[src/rtl/ibex_csr_rmw_ctrl.sv]
// Read-modify-write sequencer for a single CSR storage element: samples the
// old value, issues at most one masked write pulse, then returns old value + error.
module ibex_csr_rmw_ctrl #(
  parameter int unsigned      Width       = 32,
  parameter logic [Width-1:0] WriteMask   = {Width{1'b1}},
  parameter int unsigned      ErrCntWidth = 8
) (
  input  logic                   clk_i,
  input  logic                   rst_ni,
  input  logic                   req_valid_i,
  output logic                   req_ready_o,
  input  logic [1:0]             req_op_i,
  input  logic [Width-1:0]       req_wdata_i,
  output logic                   rsp_valid_o,
  input  logic                   rsp_ready_i,
  output logic [Width-1:0]       rsp_rdata_o,
  output logic                   rsp_error_o,
  output logic                   csr_wr_en_o,
  output logic [Width-1:0]       csr_wr_data_o,
  input  logic [Width-1:0]       csr_rd_data_i,
  input  logic                   csr_rd_error_i,
  output logic [ErrCntWidth-1:0] err_cnt_o
);

  typedef enum logic [1:0] {
    IDLE    = 2'b00,
    CAPTURE = 2'b01,
    COMMIT  = 2'b10,
    RESP    = 2'b11
  } state_e;

  localparam logic [1:0] OpRead  = 2'b00;
  localparam logic [1:0] OpWrite = 2'b01;
  localparam logic [1:0] OpSet   = 2'b10;
  localparam logic [1:0] OpClear = 2'b11;

  state_e                 state_q, state_d;
  logic [1:0]             op_q, op_d;
  logic [Width-1:0]       wdata_q, wdata_d;
  logic [Width-1:0]       old_q, old_d;
  logic                   err_q, err_d;
  logic [ErrCntWidth-1:0] err_cnt_q, err_cnt_d;
  logic                   wr_en_q, wr_en_d;
  logic [Width-1:0]       wr_data_q, wr_data_d;

  // Masked new value; non-writable bits always keep the old value.
  function automatic logic [Width-1:0] merge_value(input logic [1:0]       op,
                                                   input logic [Width-1:0] old_val,
                                                   input logic [Width-1:0] operand);
    logic [Width-1:0] computed;
    case (op)
      OpWrite: computed = operand;
      OpSet:   computed = old_val | operand;
      OpClear: computed = old_val & ~operand;
      default: computed = old_val;
    endcase
    return (old_val & ~WriteMask) | (computed & WriteMask);
  endfunction

  // Next-state and datapath decode.
  always_comb begin
    state_d   = state_q;
    op_d      = op_q;
    wdata_d   = wdata_q;
    old_d     = old_q;
    err_d     = err_q;
    err_cnt_d = err_cnt_q;
    wr_en_d   = 1'b0;
    wr_data_d = {Width{1'b0}};
    case (state_q)
      IDLE: begin
        if (req_valid_i) begin
          op_d    = req_op_i;
          wdata_d = req_wdata_i;
          state_d = CAPTURE;
        end else begin
          state_d = IDLE;
        end
      end
      CAPTURE: begin
        old_d = csr_rd_data_i;
        err_d = csr_rd_error_i;
        if (csr_rd_error_i && (err_cnt_q != {ErrCntWidth{1'b1}})) begin
          err_cnt_d = err_cnt_q + ErrCntWidth'(1);
        end else begin
          err_cnt_d = err_cnt_q;
        end
        // The write strobe and data are registered here so COMMIT drives them from flops.
        if (op_q != OpRead) begin
          state_d   = COMMIT;
          wr_data_d = merge_value(op_q, csr_rd_data_i, wdata_q);
          wr_en_d   = !csr_rd_error_i &&
                      !(((op_q == OpSet) || (op_q == OpClear)) && (wdata_q == {Width{1'b0}}));
        end else begin
          state_d = RESP;
        end
      end
      COMMIT: begin
        state_d = RESP;
      end
      RESP: begin
        if (rsp_ready_i) begin
          state_d = IDLE;
        end else begin
          state_d = RESP;
        end
      end
      default: begin
        state_d = IDLE;
      end
    endcase
  end

  // State and datapath registers.
  always_ff @(posedge clk_i or negedge rst_ni) begin
    if (!rst_ni) begin
      state_q   <= IDLE;
      op_q      <= 2'b00;
      wdata_q   <= {Width{1'b0}};
      old_q     <= {Width{1'b0}};
      err_q     <= 1'b0;
      err_cnt_q <= {ErrCntWidth{1'b0}};
      wr_en_q   <= 1'b0;
      wr_data_q <= {Width{1'b0}};
    end else begin
      state_q   <= state_d;
      op_q      <= op_d;
      wdata_q   <= wdata_d;
      old_q     <= old_d;
      err_q     <= err_d;
      err_cnt_q <= err_cnt_d;
      wr_en_q   <= wr_en_d;
      wr_data_q <= wr_data_d;
    end
  end

  assign req_ready_o   = (state_q == IDLE);
  assign rsp_valid_o   = (state_q == RESP);
  assign rsp_rdata_o   = (state_q == RESP) ? old_q : {Width{1'b0}};
  assign rsp_error_o   = (state_q == RESP) & err_q;
  assign csr_wr_en_o   = wr_en_q;
  assign csr_wr_data_o = wr_data_q;
  assign err_cnt_o     = err_cnt_q;

endmodule

[config.mk]
export PLATFORM = sky130hd
export DESIGN_NAME = ibex_csr_rmw_ctrl
export DESIGN_NICKNAME = d
export VERILOG_FILES = /design/src/rtl/ibex_csr_rmw_ctrl.sv
export SDC_FILE = /design/constraint.sdc
export NUM_CORES = 1
export LEC_CHECK = 0
export ABC_CLOCK_PERIOD_IN_PS = 2170
export CAP_MARGIN = 20
export CORE_ASPECT_RATIO = 0.75
export CORE_MARGIN = 5
export CORE_UTILIZATION = 30
export DETAILED_ROUTE_END_ITERATION = 7
export PLACE_DENSITY_LB_ADDON = 0.08
export SETUP_SLACK_MARGIN = 0.1
export SLEW_MARGIN = 20
export SYNTH_ARGS = -nofsm -noshare
export SYNTH_HDL_FRONTEND = slang
export SYNTH_SLANG_ARGS = --single-unit
export TNS_END_PERCENT = 5
[constraint.sdc]
create_clock -name clk_i -period 2.17 [get_ports clk_i]
set_input_delay 0.3255 -clock clk_i [delete_from_list [all_inputs] [get_ports clk_i]]
set_output_delay 0.3255 -clock clk_i [all_outputs]
set_load 0.01 [all_outputs]
==> qor.yml, run 1 <==
maxSlewHeadroom_pct: 59.3
fin_area_sq_um: 7100
grt_pass1_wl_mm: 23.5
die_height_um: 123
drive_gt1_share_pct: 12.6
port_buffers: 146
start_kind: "register"
fin_tns_setup_ns: 0
layout_common_cells: "clkdlybuf4s50_1 (144), dfrtp_1 (108), nand2_1 (37)"
fp-row-count: 41
setup_viol: 0
hold_class: "primary input to asynchronous set/reset pin"
maxCapViolCount: 0
synth_warnings: 0
postCtsSetupRepairBufs: 0
route.antenna.remaining_nets: 0
antenna_found_initial: 0
drv_slew: 0
grt_pass1_vias: 4090
worstSkewPairLatency_ns: 0.35
power.density_nw_per_um2: 1380
yosysSeqAreaShare_pct: 54.3
p_leak_nw: 3.29
fin_crit_sh_pct: 94.6
clock_path_buffers: 2
drcViolationCount: 0
die-area_sq_um: 19600
dpl_cell_area_sq_um: 6750
io_pins: 147
wl_per_cell_um: 18.5
path_buf_inv: 2
syn_nets: 523
fmax_mhz: 487
rsz0062_at_grt: "true"
overflow: 0
coreArea_sq_um: 16700
area.growth.synth_to_final_pct: 40.2
firstDrtPassIters: 4
synthesis.area_sq_um: 5070
cpPeakStageDelay_ns: 0.62
crit_type: "register to output port"
slowest_stage: "clkdlybuf4s50_1"
dp_hpwl_mm: 10.6
clockRootBuffer: "clkbuf_16"
fin_nets: 661
end_kind: "output port"
peakVddDrop_mv: 0.506
gp_congestion: 0.757
grt_max_degree: 61
cp_top_family: "buffers and inverters"
cts_sinks: 110
postSynthCellCount: 451
crit_path_start: "state_q[1]"
avgSynthCellArea_sq_um: 11.2
cp.required_ns: 1.84
critPathMaxFanout: 21
yosys.cell_types.count: 33
crit_arrival_ns: 1.73
synthArstFlopShare_pct: 100
synth_edf_count: 0
final_common_cell: "clkdlybuf4s50_1"
skew_ns: 0.00510
drt-total-wl_mm: 15.0
cts_tree: "yes"
reg2reg_from: "wdata_q[3]"
first_iter_violations: 159
worst_pin_slew_ns: 0.605
viasPerCell: 4.66
start_util_pct: 30.3
dieWidth_um: 160
crit_chain: "buf_12 > and3_1 > clkdlybuf4s50_1"
cts_max_level: 3
synth_ff_type: "dfrtp_1"
numCtsBuffers: 9
min_period_ns: 2.05
status: "finished, final reports clean"
track_usage_pct: 15.3
ys_seq_elements: 110
hold_violations: 0
cts.reportedPaths.clkPinSlew_ns: 0.07
via_count: 3768
diodes: 0
-- path summary, 6_finish.rpt --
kind                                 to  cells after the start  slack (ns)
max in group asynchronous     old_q[22]                      3        1.04
min in group clk_i            old_q[16]                      2        0.48
min                        err_cnt_o[3]                      2        0.38
max                         rsp_error_o                      3        0.12
min reg2reg                   old_q[16]                      2        0.48
max reg2reg                 csr_wr_en_o                      4        0.43
-- power by group --
group	internal (W)	total [W]	switching, W
clock network	0.000954	0.00168	0.000728
registers	0.00289	0.00364	0.000750
logic	0.00244	0.00451	0.00207
-- metal layers --
layer | vias to the layer above | global-route usage [%] | wire length [um]
met5 | - | 0 | 0
met4 | 0 | 4.08 | 193
met3 | 16 | 4.46 | 737
met2 | 105 | 21.3 | 6110
met1 | 1827 | 23.2 | 7950
li1 | 1820 | - | -
-- area by class of cell --
type,instances,area (sq um)
clock inverter,4,45.0
clock buffer,12,256
fill,1632,9620
multi-input combinational,274,2010
tap,215,269
inverter,32,120
timing repair buffer,162,1650
sequential,110,2760
-- Yosys cell counts, types with 5 or more instances --
library cell  number  area [sq um]
dfrtp_1          110          2750
nand2_1           37           139
and3_1            35           219
nor2_1            35           131
o21ai_0           33           165
a22oi_1           32           240
inv_1             32           120
mux2i_1           32           320
mux2_4            30           450
clkbuf_1          20          75.1
buf_2             11          55.1
nor4_1             7          43.8
xnor2_1            6          52.6
mux2_2             5          56.3
nand4_1            5          31.3
-- stage by stage --
stage	hold slack (ns)	std cells	total power, W	utilization (%)	setup WS [ns]
after floorplan	0.0299	451	0.00610	-	0.689
after global placement	0.195	791	0.00810	40.4	0.411
after detailed placement	0.193	791	0.00815	40.4	0.375
after CTS	0.372	808	0.00989	42.3	0.0922
final	0.379	809	0.00983	42.5	0.118
after global routing	0.397	809	0.0105	42.5	0.0596
-- kinds of logic after synthesis --
kind of cell	Yosys count	synth area share [%]
AND/OR/NAND/NOR	132	12.9
buffers and inverters	67	6.35
AO/OA/AOI/OAI	67	8.64
XOR/XNOR	7	1.21
flip-flops	110	54.3
adder cells (fa/ha/maj)	1	0.247
multiplexers	67	16.3
-- sequential cells by signal, indices dropped and copies added, names as in the netlist --
signal	count
err_cnt_o	8
wdata_q	32
op_q	2
old_q	32
csr_wr_data_o	32
state_q	2
err_q	1
csr_wr_en_o	1
-- worst reg2reg max path: cells and delay by family (launching register included) --
kind          cells  cell delay [ns]
simple gates      4             1.18
flops             1             0.43
-- repair_timing --
item	4_1_cts	5_1_grt
gates cloned	0	1
gates resized for setup	1	4
endpoints found under the hold margin	12	0
hold buffers	1	0
endpoints found under the setup margin	5	14
No activity file was read; power rests on OpenSTA's default activity.
==> run 2, diff against run 1 <==
- CTS_BUF_LIST: default -> sky130_fd_sc_hd__clkbuf_8
- HOLD_SLACK_MARGIN: default -> 0.15
==> qor.yml, run 2 (synthesis gave the netlist of run 1 again) <==
hold_violations: 0  # unchanged
worstSkewPairLatency_ns: 0.38  # was 0.35 ns
end_kind: "output port"  # unchanged
fmax_mhz: 477  # was 487 MHz
power.density_nw_per_um2: 1350  # was 1380 nW/um^2
cp.required_ns: 1.84  # about the same
dp_hpwl_mm: 10.6  # unchanged
firstDrtPassIters: 4  # unchanged
start_util_pct: 30.3  # unchanged
drcViolationCount: 0  # unchanged
coreArea_sq_um: 16700  # unchanged
track_usage_pct: 15.4  # was 15.3%
cts.reportedPaths.clkPinSlew_ns: 0.10  # was 0.07 ns
clock_path_buffers: 2  # unchanged
whs_ns: 0.339  # was 0.379 ns
die_height_um: 123  # unchanged
drive_gt1_share_pct: 12.6  # unchanged
clockRootBuffer: "clkbuf_8"  # was clkbuf_16
fin_crit_sh_pct: 96.6  # was 94.6%
viasPerCell: 4.66  # about the same
maxSlewHeadroom_pct: 64.1  # was 59.3%
start_kind: "register"  # unchanged
cts_tree: "yes"  # unchanged
setup_viol: 0  # unchanged
postCtsSetupRepairBufs: 0  # unchanged
die-area_sq_um: 19600  # unchanged
crit_type: "register to output port"  # unchanged
crit_arrival_ns: 1.77  # was 1.73 ns
peakVddDrop_mv: 0.454  # was 0.506 mV
skew_ns: 0.00756  # was 0.00510 ns
status: "finished, final reports clean"  # unchanged
grt_pass1_vias: 4069  # was 4090
worst_pin_slew_ns: 0.533  # was 0.605 ns
numCtsBuffers: 9  # unchanged
final_common_cell: "clkdlybuf4s50_1"  # unchanged
drt-total-wl_mm: 15.0  # about the same
port_buffers: 146  # unchanged
p_leak_nw: 3.25  # was 3.29 nW
finalPower_w: 0.00943  # was 0.00983 W
grt_max_degree: 61  # unchanged
area.growth.synth_to_final_pct: 38.2  # was 40.2%
drv_slew: 0  # unchanged
route.antenna.remaining_nets: 0  # unchanged
antenna_found_initial: 0  # unchanged
rsz0062_at_grt: "true"  # unchanged
fp-row-count: 41  # unchanged
diodes: 0  # unchanged
dieWidth_um: 160  # unchanged
fin_nets: 661  # unchanged
grt_pass1_wl_mm: 23.5  # about the same
first_iter_violations: 177  # was 159
via_count: 3770  # was 3768
cts_max_level: 3  # unchanged
gp_congestion: 0.757  # unchanged
maxCapViolCount: 0  # unchanged
hold_class: "primary input to asynchronous set/reset pin"  # unchanged
cts_sinks: 110  # unchanged
layout_common_cells: "clkdlybuf4s50_1 (144), dfrtp_1 (108), nand2_1 (37)"  # unchanged
overflow: 0  # unchanged
min_period_ns: 2.10  # was 2.05 ns
critPathMaxFanout: 21  # unchanged
io_pins: 147  # unchanged
wl_per_cell_um: 18.5  # about the same
-- run 2: cell count changes in the layout (fill, tap and decap cells not counted), sizes merged --
cell	previous run	this run
inv	32	33
clkbuf	13	12
-- run 2: final cells by class --
cell class,count,area [sq um]
clock buffers,11,151
clock inverters,5,48.8
fillers,1651,9720
inverters,32,120
multi-input cells,274,2010
flip-flops and latches,110,2760
well taps,215,269
repair buffers,162,1650
-- run 2: metrics by stage --
| stage | util, % | cell area, sq um | std cells | setup WS, ns | setup TNS, ns |
|---|---|---|---|---|---|
| 2_1_floorplan | - | 5070 | 451 | 0.689 | 0 |
| 3_3_place_gp | 40.4 | 6750 | 791 | 0.411 | 0 |
| 3_5_place_dp | 40.4 | 6750 | 791 | 0.375 | 0 |
| 4_1_cts | 41.7 | 6970 | 808 | 0.0353 | 0 |
| 5_1_grt | 41.9 | 7000 | 809 | -0.00499 | -0.00818 |
| 6_report | 41.9 | 7000 | 809 | 0.0733 | 0 |
-- run 2: path summary, 6_finish.rpt --
kind | slack [ns] | from | cells after the start | to
setup / recovery | 0.07 | state_q[1] | 3 | rsp_error_o
hold / removal | 0.34 | rst_ni | 2 | err_cnt_o[3]
setup reg to reg | 0.46 | state_q[1] | 5 | wdata_q[28]
hold reg to reg | 0.49 | old_q[20] | 2 | old_q[20]
max in group asynchronous | 1.08 | rst_ni | 3 | old_q[18]
min in group clk_i | 0.49 | old_q[20] | 2 | old_q[20]
-- run 2: per-layer routing --
metal / wire length (um) / track usage (%) / vias up
li1: - / - / 1817
met1: 7910 / 23.6 / 1822
met2: 6090 / 21.0 / 116
met3: 780 / 4.46 / 15
met4: 215 / 4.41 / 0
met5: 0 / 0 / -
-- run 2: worst max-delay path, stage by stage, from the launching register on --
cell and delay (ns):
dfrtp_2 0.43, buf_12 0.17, and3_1 0.16, clkdlybuf4s50_1 0.62
-- run 2: report_power, final --
part           internal, W  switching [W]
combinational      0.00244        0.00207
clock             0.000588       0.000686
sequential         0.00289       0.000753
-- run 2: repair_timing --
action / in CTS / in global routing
endpoints found under the hold margin: 72 / 0
gates cloned: 0 / 1
resized for setup: 2 / 3
hold buffers: 1 / 0
setup endpoints to repair: 31 / 35
